File: src/rtl/ps2_scan_decoder.sv
// PS/2 keyboard receiver that turns Set-2 scan codes into writer key codes.
// Optional odd-parity checking is enabled by defining PS2_PARITY_CHECK_EN.
module ps2_scan_decoder #(
    parameter int TIMEOUT_CYCLES = 50000,
    parameter int SYNC_STAGES    = 2
) (
    input  logic       clk,
    input  logic       rst,
    input  logic       ps2_clk,
    input  logic       ps2_data,
    output logic [9:0] teclado,
    output logic       done,
    output logic       frame_err
);

    localparam int TW = (TIMEOUT_CYCLES > 1) ? $clog2(TIMEOUT_CYCLES) : 1;
    localparam logic [TW-1:0] TMO_LAST = TW'(TIMEOUT_CYCLES - 1);

    typedef enum logic [2:0] {
        S_IDLE,
        S_DATA,
        S_PARITY,
        S_STOP,
        S_TRANSLATE
    } state_t;

    logic [SYNC_STAGES-1:0] clk_sync_q, clk_sync_d;
    logic [SYNC_STAGES-1:0] data_sync_q, data_sync_d;
    logic                   clk_prev_q, clk_prev_d;
    logic                   fall_q, fall_d;
    logic                   data_smp_q, data_smp_d;
    state_t                 state_q, state_d;
    logic [2:0]             bit_cnt_q, bit_cnt_d;
    logic [7:0]             shift_q, shift_d;
    logic [TW-1:0]          tmo_q, tmo_d;
    logic [9:0]             teclado_q, teclado_d;
    logic                   done_q, done_d;
    logic                   frame_err_q, frame_err_d;
    logic                   frame_ok;
`ifdef PS2_PARITY_CHECK_EN
    logic                   parity_q, parity_d;
`endif

    function automatic logic [9:0] translate(input logic [7:0] b);
        logic [9:0] code;
        case (b)
            8'h1C: code = 10'd1;
            8'h32: code = 10'd2;
            8'h21: code = 10'd3;
            8'h23: code = 10'd4;
            8'h24: code = 10'd5;
            8'h2B: code = 10'd6;
            8'h34: code = 10'd7;
            8'h33: code = 10'd8;
            8'h43: code = 10'd9;
            8'h3B: code = 10'd10;
            8'h42: code = 10'd11;
            8'h4B: code = 10'd12;
            8'h3A: code = 10'd13;
            8'h31: code = 10'd14;
            8'h44: code = 10'd15;
            8'h4D: code = 10'd16;
            8'h15: code = 10'd17;
            8'h2D: code = 10'd18;
            8'h1B: code = 10'd19;
            8'h2C: code = 10'd20;
            8'h3C: code = 10'd21;
            8'h2A: code = 10'd22;
            8'h1D: code = 10'd23;
            8'h22: code = 10'd24;
            8'h35: code = 10'd25;
            8'h1A: code = 10'd26;
            8'hF0: code = 10'h0F0;
            8'h5A: code = 10'h0C0;
            8'h66: code = 10'h108;
            default: code = {2'b10, b};
        endcase
        return code;
    endfunction

    // Sampled data is registered alongside fall so both refer to the same PS/2 edge.
    always_comb begin
        clk_sync_d  = {clk_sync_q[SYNC_STAGES-2:0], ps2_clk};
        data_sync_d = {data_sync_q[SYNC_STAGES-2:0], ps2_data};
        clk_prev_d  = clk_sync_q[SYNC_STAGES-1];
        fall_d      = clk_prev_q & ~clk_sync_q[SYNC_STAGES-1];
        data_smp_d  = data_sync_q[SYNC_STAGES-1];
    end

`ifdef PS2_PARITY_CHECK_EN
    assign frame_ok = data_smp_q & (^{shift_q, parity_q});
`else
    assign frame_ok = data_smp_q;
`endif

    always_comb begin
        state_d     = state_q;
        bit_cnt_d   = bit_cnt_q;
        shift_d     = shift_q;
        teclado_d   = teclado_q;
        done_d      = 1'b0;
        frame_err_d = 1'b0;
`ifdef PS2_PARITY_CHECK_EN
        parity_d    = parity_q;
`endif

        if (state_q == S_IDLE || fall_q) begin
            tmo_d = '0;
        end else if (tmo_q != TMO_LAST) begin
            tmo_d = tmo_q + TW'(1);
        end else begin
            tmo_d = tmo_q;
        end

        case (state_q)
            S_IDLE: begin
                if (fall_q && !data_smp_q) begin
                    state_d   = S_DATA;
                    bit_cnt_d = 3'd0;
                end
            end
            S_DATA: begin
                if (fall_q) begin
                    shift_d   = {data_smp_q, shift_q[7:1]};
                    bit_cnt_d = bit_cnt_q + 3'd1;
                    if (bit_cnt_q == 3'd7) begin
                        state_d = S_PARITY;
                    end
                end
            end
            S_PARITY: begin
                if (fall_q) begin
`ifdef PS2_PARITY_CHECK_EN
                    parity_d = data_smp_q;
`endif
                    state_d  = S_STOP;
                end
            end
            S_STOP: begin
                if (fall_q) begin
                    if (frame_ok) begin
                        teclado_d = translate(shift_q);
                        done_d    = 1'b1;
                        state_d   = S_TRANSLATE;
                    end else begin
                        frame_err_d = 1'b1;
                        state_d     = S_IDLE;
                    end
                end
            end
            S_TRANSLATE: begin
                state_d = S_IDLE;
            end
            default: begin
                state_d = S_IDLE;
            end
        endcase

        // A stalled partial frame is abandoned; a fall in the same cycle wins.
        if (state_q != S_IDLE && !fall_q && tmo_q == TMO_LAST) begin
            state_d     = S_IDLE;
            done_d      = 1'b0;
            frame_err_d = 1'b1;
        end
    end

    always_ff @(posedge clk) begin
        if (rst) begin
            clk_sync_q  <= '1;
            data_sync_q <= '1;
            clk_prev_q  <= 1'b1;
            fall_q      <= 1'b0;
            data_smp_q  <= 1'b1;
            state_q     <= S_IDLE;
            bit_cnt_q   <= 3'd0;
            shift_q     <= 8'd0;
            tmo_q       <= '0;
            teclado_q   <= 10'd0;
            done_q      <= 1'b0;
            frame_err_q <= 1'b0;
`ifdef PS2_PARITY_CHECK_EN
            parity_q    <= 1'b0;
`endif
        end else begin
            clk_sync_q  <= clk_sync_d;
            data_sync_q <= data_sync_d;
            clk_prev_q  <= clk_prev_d;
            fall_q      <= fall_d;
            data_smp_q  <= data_smp_d;
            state_q     <= state_d;
            bit_cnt_q   <= bit_cnt_d;
            shift_q     <= shift_d;
            tmo_q       <= tmo_d;
            teclado_q   <= teclado_d;
            done_q      <= done_d;
            frame_err_q <= frame_err_d;
`ifdef PS2_PARITY_CHECK_EN
            parity_q    <= parity_d;
`endif
        end
    end

    assign teclado   = teclado_q;
    assign done      = done_q;
    assign frame_err = frame_err_q;

endmodule

File: config.mk
export PLATFORM = sky130hd
export DESIGN_NAME = ps2_scan_decoder
export DESIGN_NICKNAME = d
export VERILOG_FILES = /design/src/rtl/ps2_scan_decoder.sv
export SDC_FILE = /design/constraint.sdc
export NUM_CORES = 1
export LEC_CHECK = 0
export BUFFER_PORTS_ARGS = -buffer_cell sky130_fd_sc_hd__buf_2
export CAP_MARGIN = 10
export CORE_MARGIN = 2
export CORE_UTILIZATION = 45
export CTS_CLUSTER_DIAMETER = 30
export DETAILED_ROUTE_END_ITERATION = 16
export PLACE_DENSITY = 0.64
export SYNTH_ARGS = -nofsm -noshare
export SYNTH_HDL_FRONTEND = slang
export SYNTH_SLANG_ARGS = --single-unit
File: constraint.sdc
create_clock -name clk -period 2.45 [get_ports clk]
set_input_delay 0.245 -clock clk [delete_from_list [all_inputs] [get_ports clk]]
set_output_delay 0.245 -clock clk [all_outputs]
set_load 0.03 [all_outputs]
==> results of run 1 <==
[state kept, by name, summed over array words and instances, names as in the netlist]
signal	cells
bit_cnt_q	3
clk_prev_q	1
clk_sync_q	2
data_smp_q	1
data_sync_q	2
done	1
fall_q	1
frame_err	1
shift_q	8
state_q	3
teclado	10
tmo_q	16
[metrics by stage]
stage	util (%)	instances	area [um^2]
2_1_floorplan	-	311	2560
3_3_place_gp	48.5	384	2670
3_5_place_dp	48.5	384	2670
4_1_cts	50.3	392	2770
5_1_grt	50.3	392	2770
6_report	50.3	392	2770
[cell type report]
cell class / count / area share (%)
Sequential cell: 49 / 35.4
Tap cell: 72 / 3.25
Clock inverter: 3 / 1.04
Timing Repair Buffer: 21 / 4.34
Inverter: 4 / 0.542
Multi-Input combinational cell: 238 / 52.9
Clock buffer: 5 / 2.49
[power groups by stage]
| stage | logic [mW] | clock network [mW] | registers (mW) |
|---|---|---|---|
| global route | 0.0171 | 0.572 | 0.803 |
| detailed placement | 0.0156 | 0 | 0.821 |
| floorplan | 0.0113 | 0 | 0.820 |
| global placement | 0.0153 | 0 | 0.821 |
| CTS | 0.0156 | 0.536 | 0.802 |
| finish | 0.0153 | 0.513 | 0.802 |
[layout by cell type (no fill, tap or decap), types with 3 or more instances in the layout]
cell type and instances:
a211oi_1 3, a21oi_1 16, a22oi_1 5, a31oi_1 3, and3_1 4, buf_2 15
buf_4 6, clkbuf_8 5, dfxtp_1 49, ha_1 3, inv_1 4, nand2_1 32
nand2b_1 6, nand3_1 17, nand4_1 6, nor2_1 45, nor2b_1 5, nor3_1 12
nor3b_1 3, nor4b_1 4, nor4b_2 3, nor4bb_1 6, o21ai_0 8, o21ai_1 4
or2_2 6, xnor2_1 4, xor2_1 13
[worst paths after layout]
path | start | endpoint | cells past startpoint
worst max-delay path | shift_q[1]$_SDFFE_PP0P_ | teclado[5]$_SDFFE_PP0P_ | 6
worst min-delay path | ps2_data | data_sync_q[0]$_SDFF_PP1_ | 2
worst max register to register | shift_q[1]$_SDFFE_PP0P_ | teclado[5]$_SDFFE_PP0P_ | 6
worst min register to register | clk_prev_q$_SDFF_PP1_ | fall_q$_SDFF_PP0_ | 2
[per-layer routing]
metal,part of all wire (%),vias up,track usage [%]
met1,49,1002,24.9
met2,45,47,28.6
met3,4.3,6,3.96
met4,0.88,0,5.17
li1,-,1126,-
met5,0,-,0
[cells by family after synthesis]
logic type	after synthesis	share of synthesized area, %
AND/OR/NAND/NOR	163	35.8
buffers and inverters	24	4.36
XOR/XNOR	17	5.82
AO/OA/AOI/OAI	53	13.4
adder cells (fa/ha/maj)	3	1.47
multiplexers	2	0.783
flip-flops	49	38.4
[worst max-delay path: stages, from the launching register on]
cell and delay, ns:
dfxtp_1 0.77, and4b_1 0.30, a22oi_1 0.19, nand4_1 0.21
nor3_4 0.23, nand2_1 0.15, a311oi_2 0.25
==> impl_metrics.py, run 1 <==
metrics = {
    "outcome": {
        "outcome": "finished clean",
    },
    "grt": {
        "grt_overflow": 0,
        "antenna_found_initial": 0,
        "track_usage_pct": 18.1,
        "grt_pass1_wl_um": 9230,
        "grt_pass1_vias": 2002,
        "grt_max_degree": 34,
    },
    "clocking": {
        "post_cts_buffers": 0,
        "clkLatencyLatePin_ns": 0.31,
        "numClockSinks": 49,
        "cts.path.max_buffers": 2,
        "ctsResizeCount": 0,
        "cts_htree_levels": 2,
        "cts_tree": "done",
        "holdBufCountCts": 0,
        "cts_root_buf": "clkbuf_8",
        "numCtsBuffers": 5,
        "cts.clk_slew.worst_paths_ns": 0.10,
    },
    "logic_synthesis": {
        "synth_common_cells": "49 x dfxtp_1, 45 x nor2_1, 32 x nand2_1, 17 x nand3_1, 16 x a21oi_1",
        "netlist_top_cells_area": "dfxtp_1 38%, nor2_1 6.6%, nand2_1 4.7%",
        "synth_edf_count": 0,
        "ys_types": 52,
        "synth_flop_cell": "dfxtp_1",
        "ys_seq_area_share_pct": 38.4,
        "yosysMostFrequentCell": "dfxtp_1",
        "ys_ff_latch": 49,
        "yosysTopAreaCell": "dfxtp_1",
        "avgSynthCellArea_um2": 8.22,
        "syn_nets": 318,
        "ys_warn_count": 0,
        "synth-async-reset-ratio_pct": 0,
        "synth_top_area_share_pct": 38.4,
        "synth_cells": 311,
        "synth_area_um2": 2560,
    },
    "pwr": {
        "clkPwrFrac_pct": 38.6,
        "power.total_mw": 1.33,
        "p_leak_nw": 0.999,
        "p_sw_share_pct": 23.4,
        "p_int_mw": 1.02,
        "peakVddDrop_mv": 0.272,
        "seqPwrFrac_pct": 60.3,
        "power.share.combinational_pct": 1.1,
        "p_sw_mw": 0.311,
        "power_density_nw_per_um2": 481,
    },
    "timing": {
        "skew_ns": 0.00811,
        "tightest_slew_ns": 0.716,
        "hold_ws_ns": 0.111,
        "setup_viol": 0,
        "worst_slack_ns": 0.273,
        "hold_viol_final": 0,
        "maxSlewViolCount": 0,
        "slew_headroom_pct": 52.2,
        "finalSetupTns_ns": 0,
        "final.period_utilization_pct": 88.9,
        "grt_setup_unrepaired": "no",
        "fin_crit_ns": 2.18,
        "fmax_ghz": 0.459,
    },
    "worst_setup_path": {
        "critPathLaunchType": "flop",
        "crit_path_max_fanout": 22,
        "r2r_slack_ns": 0.27,
        "crit_required_ns": 2.68,
        "worstPathArrival_ns": 2.41,
        "critical_path_class": "flop to flop",
        "critPathCaptureType": "flop",
    },
    "drt": {
        "drc": 0,
        "wirelength_um": 5310,
        "drt_iter0_markers": 238,
        "route.vias.total": 2181,
        "avgRoutedWirePerCell_um": 13.6,
        "first_pass_iters": 4,
        "drtAntennaViolNets": 0,
        "viasPerCell": 5.56,
    },
    "layout": {
        "final_nets": 326,
        "n_fill_cell": 522,
        "n_antenna_cell": 0,
        "layout-drive-gt1-share_pct": 13.8,
        "multiInputGateArea_um2": 1460,
        "syn2layout_area_growth_pct": 8.27,
        "seq_area_um2": 981,
    },
    "floorplan": {
        "die_area_um2": 6300,
        "die_w_um": 79.4,
        "dieHeight_um": 79.4,
        "initial_core_util_pct": 46.4,
        "rows": 27,
        "coreArea_um2": 5510,
        "pin_count": 16,
    },
    "placed_design": {
        "post-place-ws_ns": 0.299,
        "dp_hpwl_um": 3640,
        "gp_congestion": 0.846,
        "portBuffers": 15,
    },
    "min_path": {
        "hold_class": "input pin to flop",
    },
    "run": {
        "maxCapViolations": 0,
    },
}
(Power assumes the default switching activity.)
==> inputs of run 2 (changes only) <==
Settings changed: CORE_MARGIN 2 to unset.
==> impl_metrics.py, run 2 (synthesis gave the netlist of run 1 again) <==
metrics = {
    "drt": {
        "drc": 0,
        "viasPerCell": 5.52,
        "first_pass_iters": 4,
        "drt_iter0_markers": 294,
        "drtAntennaViolNets": 0,
        "avgRoutedWirePerCell_um": 13.6,
        "route.vias.total": 2154,
        "wirelength_um": 5300,
    },
    "clocking": {
        "clkLatencyLatePin_ns": 0.30,
        "cts.path.max_buffers": 2,
        "cts_htree_levels": 2,
        "numCtsBuffers": 5,
        "holdBufCountCts": 0,
        "ctsResizeCount": 0,
        "post_cts_buffers": 0,
        "cts_tree": "done",
        "cts.clk_slew.worst_paths_ns": 0.09,
        "cts_root_buf": "clkbuf_8",
        "numClockSinks": 49,
    },
    "timing": {
        "skew_ns": 0.00721,
        "hold_ws_ns": 0.120,
        "tightest_slew_ns": 0.726,
        "fmax_ghz": 0.445,
        "final.period_utilization_pct": 91.7,
        "finalSetupTns_ns": 0,
        "hold_viol_final": 0,
        "setup_viol": 0,
        "maxSlewViolCount": 0,
        "fin_crit_ns": 2.25,
        "grt_setup_unrepaired": "no",
        "slew_headroom_pct": 50.9,
    },
    "grt": {
        "track_usage_pct": 19.2,
        "grt_pass1_vias": 1946,
        "grt_max_degree": 34,
        "antenna_found_initial": 0,
        "grt_overflow": 0,
        "grt_pass1_wl_um": 9110,
    },
    "floorplan": {
        "dieHeight_um": 77.4,
        "initial_core_util_pct": 46.4,
        "coreArea_um2": 5510,
        "die_w_um": 77.4,
        "rows": 27,
        "die_area_um2": 5990,
        "pin_count": 16,
    },
    "pwr": {
        "peakVddDrop_mv": 0.414,
        "p_sw_mw": 0.278,
        "power_density_nw_per_um2": 511,
        "clkPwrFrac_pct": 42.3,
        "p_sw_share_pct": 19.6,
        "power.share.combinational_pct": 1.1,
        "p_leak_nw": 0.996,
        "p_int_mw": 1.14,
        "seqPwrFrac_pct": 56.6,
    },
    "worst_setup_path": {
        "r2r_slack_ns": 0.20,
        "critical_path_class": "flop to flop",
        "worstPathArrival_ns": 2.41,
        "crit_path_max_fanout": 14,
        "critPathCaptureType": "flop",
        "crit_required_ns": 2.62,
        "critPathLaunchType": "flop",
    },
    "placed_design": {
        "gp_congestion": 0.927,
        "portBuffers": 15,
        "dp_hpwl_um": 3580,
    },
    "layout": {
        "n_antenna_cell": 0,
        "n_fill_cell": 509,
        "final_nets": 324,
        "largest_register_ffs": 16,
        "largest-register": "tmo_q",
        "layout-drive-gt1-share_pct": 12.9,
        "layout_common_cells": "49 x dfxtp_1, 45 x nor2_1, 32 x nand2_1, 17 x nand3_1, 16 x a21oi_1",
        "syn2layout_area_growth_pct": 8.42,
        "mostFrequentLayoutCell": "dfxtp_1",
    },
    "min_path": {
        "hold_class": "input pin to flop",
    },
    "run": {
        "maxCapViolations": 0,
    },
    "outcome": {
        "outcome": "finished clean",
    },
}
[run 2: changes by cell type in the layout (fill, tap and decap cells not counted)]
cell       previous run  this run
clkbuf_8              5         6
inv_6                 1         0
buf_4                 6         4
clkbuf_1              0         1
bufinv_16             0         1
inv_8                 1         0
clkinv_4              1         0
[run 2: per-layer routing]
metal / wire (um) / track usage [%]
met5: 0 / 0
met4: 115 / 8.87
met3: 269 / 4.59
met2: 2350 / 29.8
met1: 2570 / 25.1
[run 2: path summary, 6_finish.rpt]
check | startpoint | end | cells past startpoint
setup / recovery | shift_q[6]$_SDFFE_PP0P_ | teclado[4]$_SDFFE_PP0P_ | 6
hold / removal | ps2_clk | clk_sync_q[0]$_SDFF_PP1_ | 2
setup reg to reg | shift_q[6]$_SDFFE_PP0P_ | teclado[4]$_SDFFE_PP0P_ | 6
hold reg to reg | clk_prev_q$_SDFF_PP1_ | fall_q$_SDFF_PP0_ | 2
[run 2: stage by stage]
stage	total power, mW	setup slack, ns	std cells	utilization, %	instance area (um^2)
after global placement	0.836	0.331	382	48.2	2660
after floorplan	0.832	0.736	311	-	2560
after global routing	1.47	0.0163	390	50.3	2770
final	1.42	0.204	390	50.3	2770
after detailed placement	0.836	0.241	382	48.2	2660
after CTS	1.44	0.229	390	50.3	2770
[run 2: area by class of cell]
class | count | area (um^2) | area share [%]
timing repair buffer | 19 | 105 | 3.79
inverter | 4 | 15.0 | 0.542
tap | 72 | 90.1 | 3.25
clock inverter | 1 | 30.0 | 1.08
sequential | 49 | 981 | 35.4
clock buffer | 7 | 86.3 | 3.12
multi-input combinational | 238 | 1460 | 52.8
[run 2: power groups by stage]
stage,Clock [mW],Sequential (mW),Combinational (mW)
2_1_floorplan,0,0.820,0.0113
3_3_place_gp,0,0.821,0.0154
3_5_place_dp,0,0.821,0.0157
4_1_cts,0.624,0.802,0.0156
5_1_grt,0.646,0.803,0.0174
6_report,0.599,0.802,0.0154
[run 2: critical path: stages, from the launching register on]
cell and delay [ns]:
dfxtp_1 0.65, nor4b_1 0.66, o2111ai_1 0.17, o21ai_1 0.21, nor3_4 0.10, a211oi_1 0.24, nor3_1 0.08
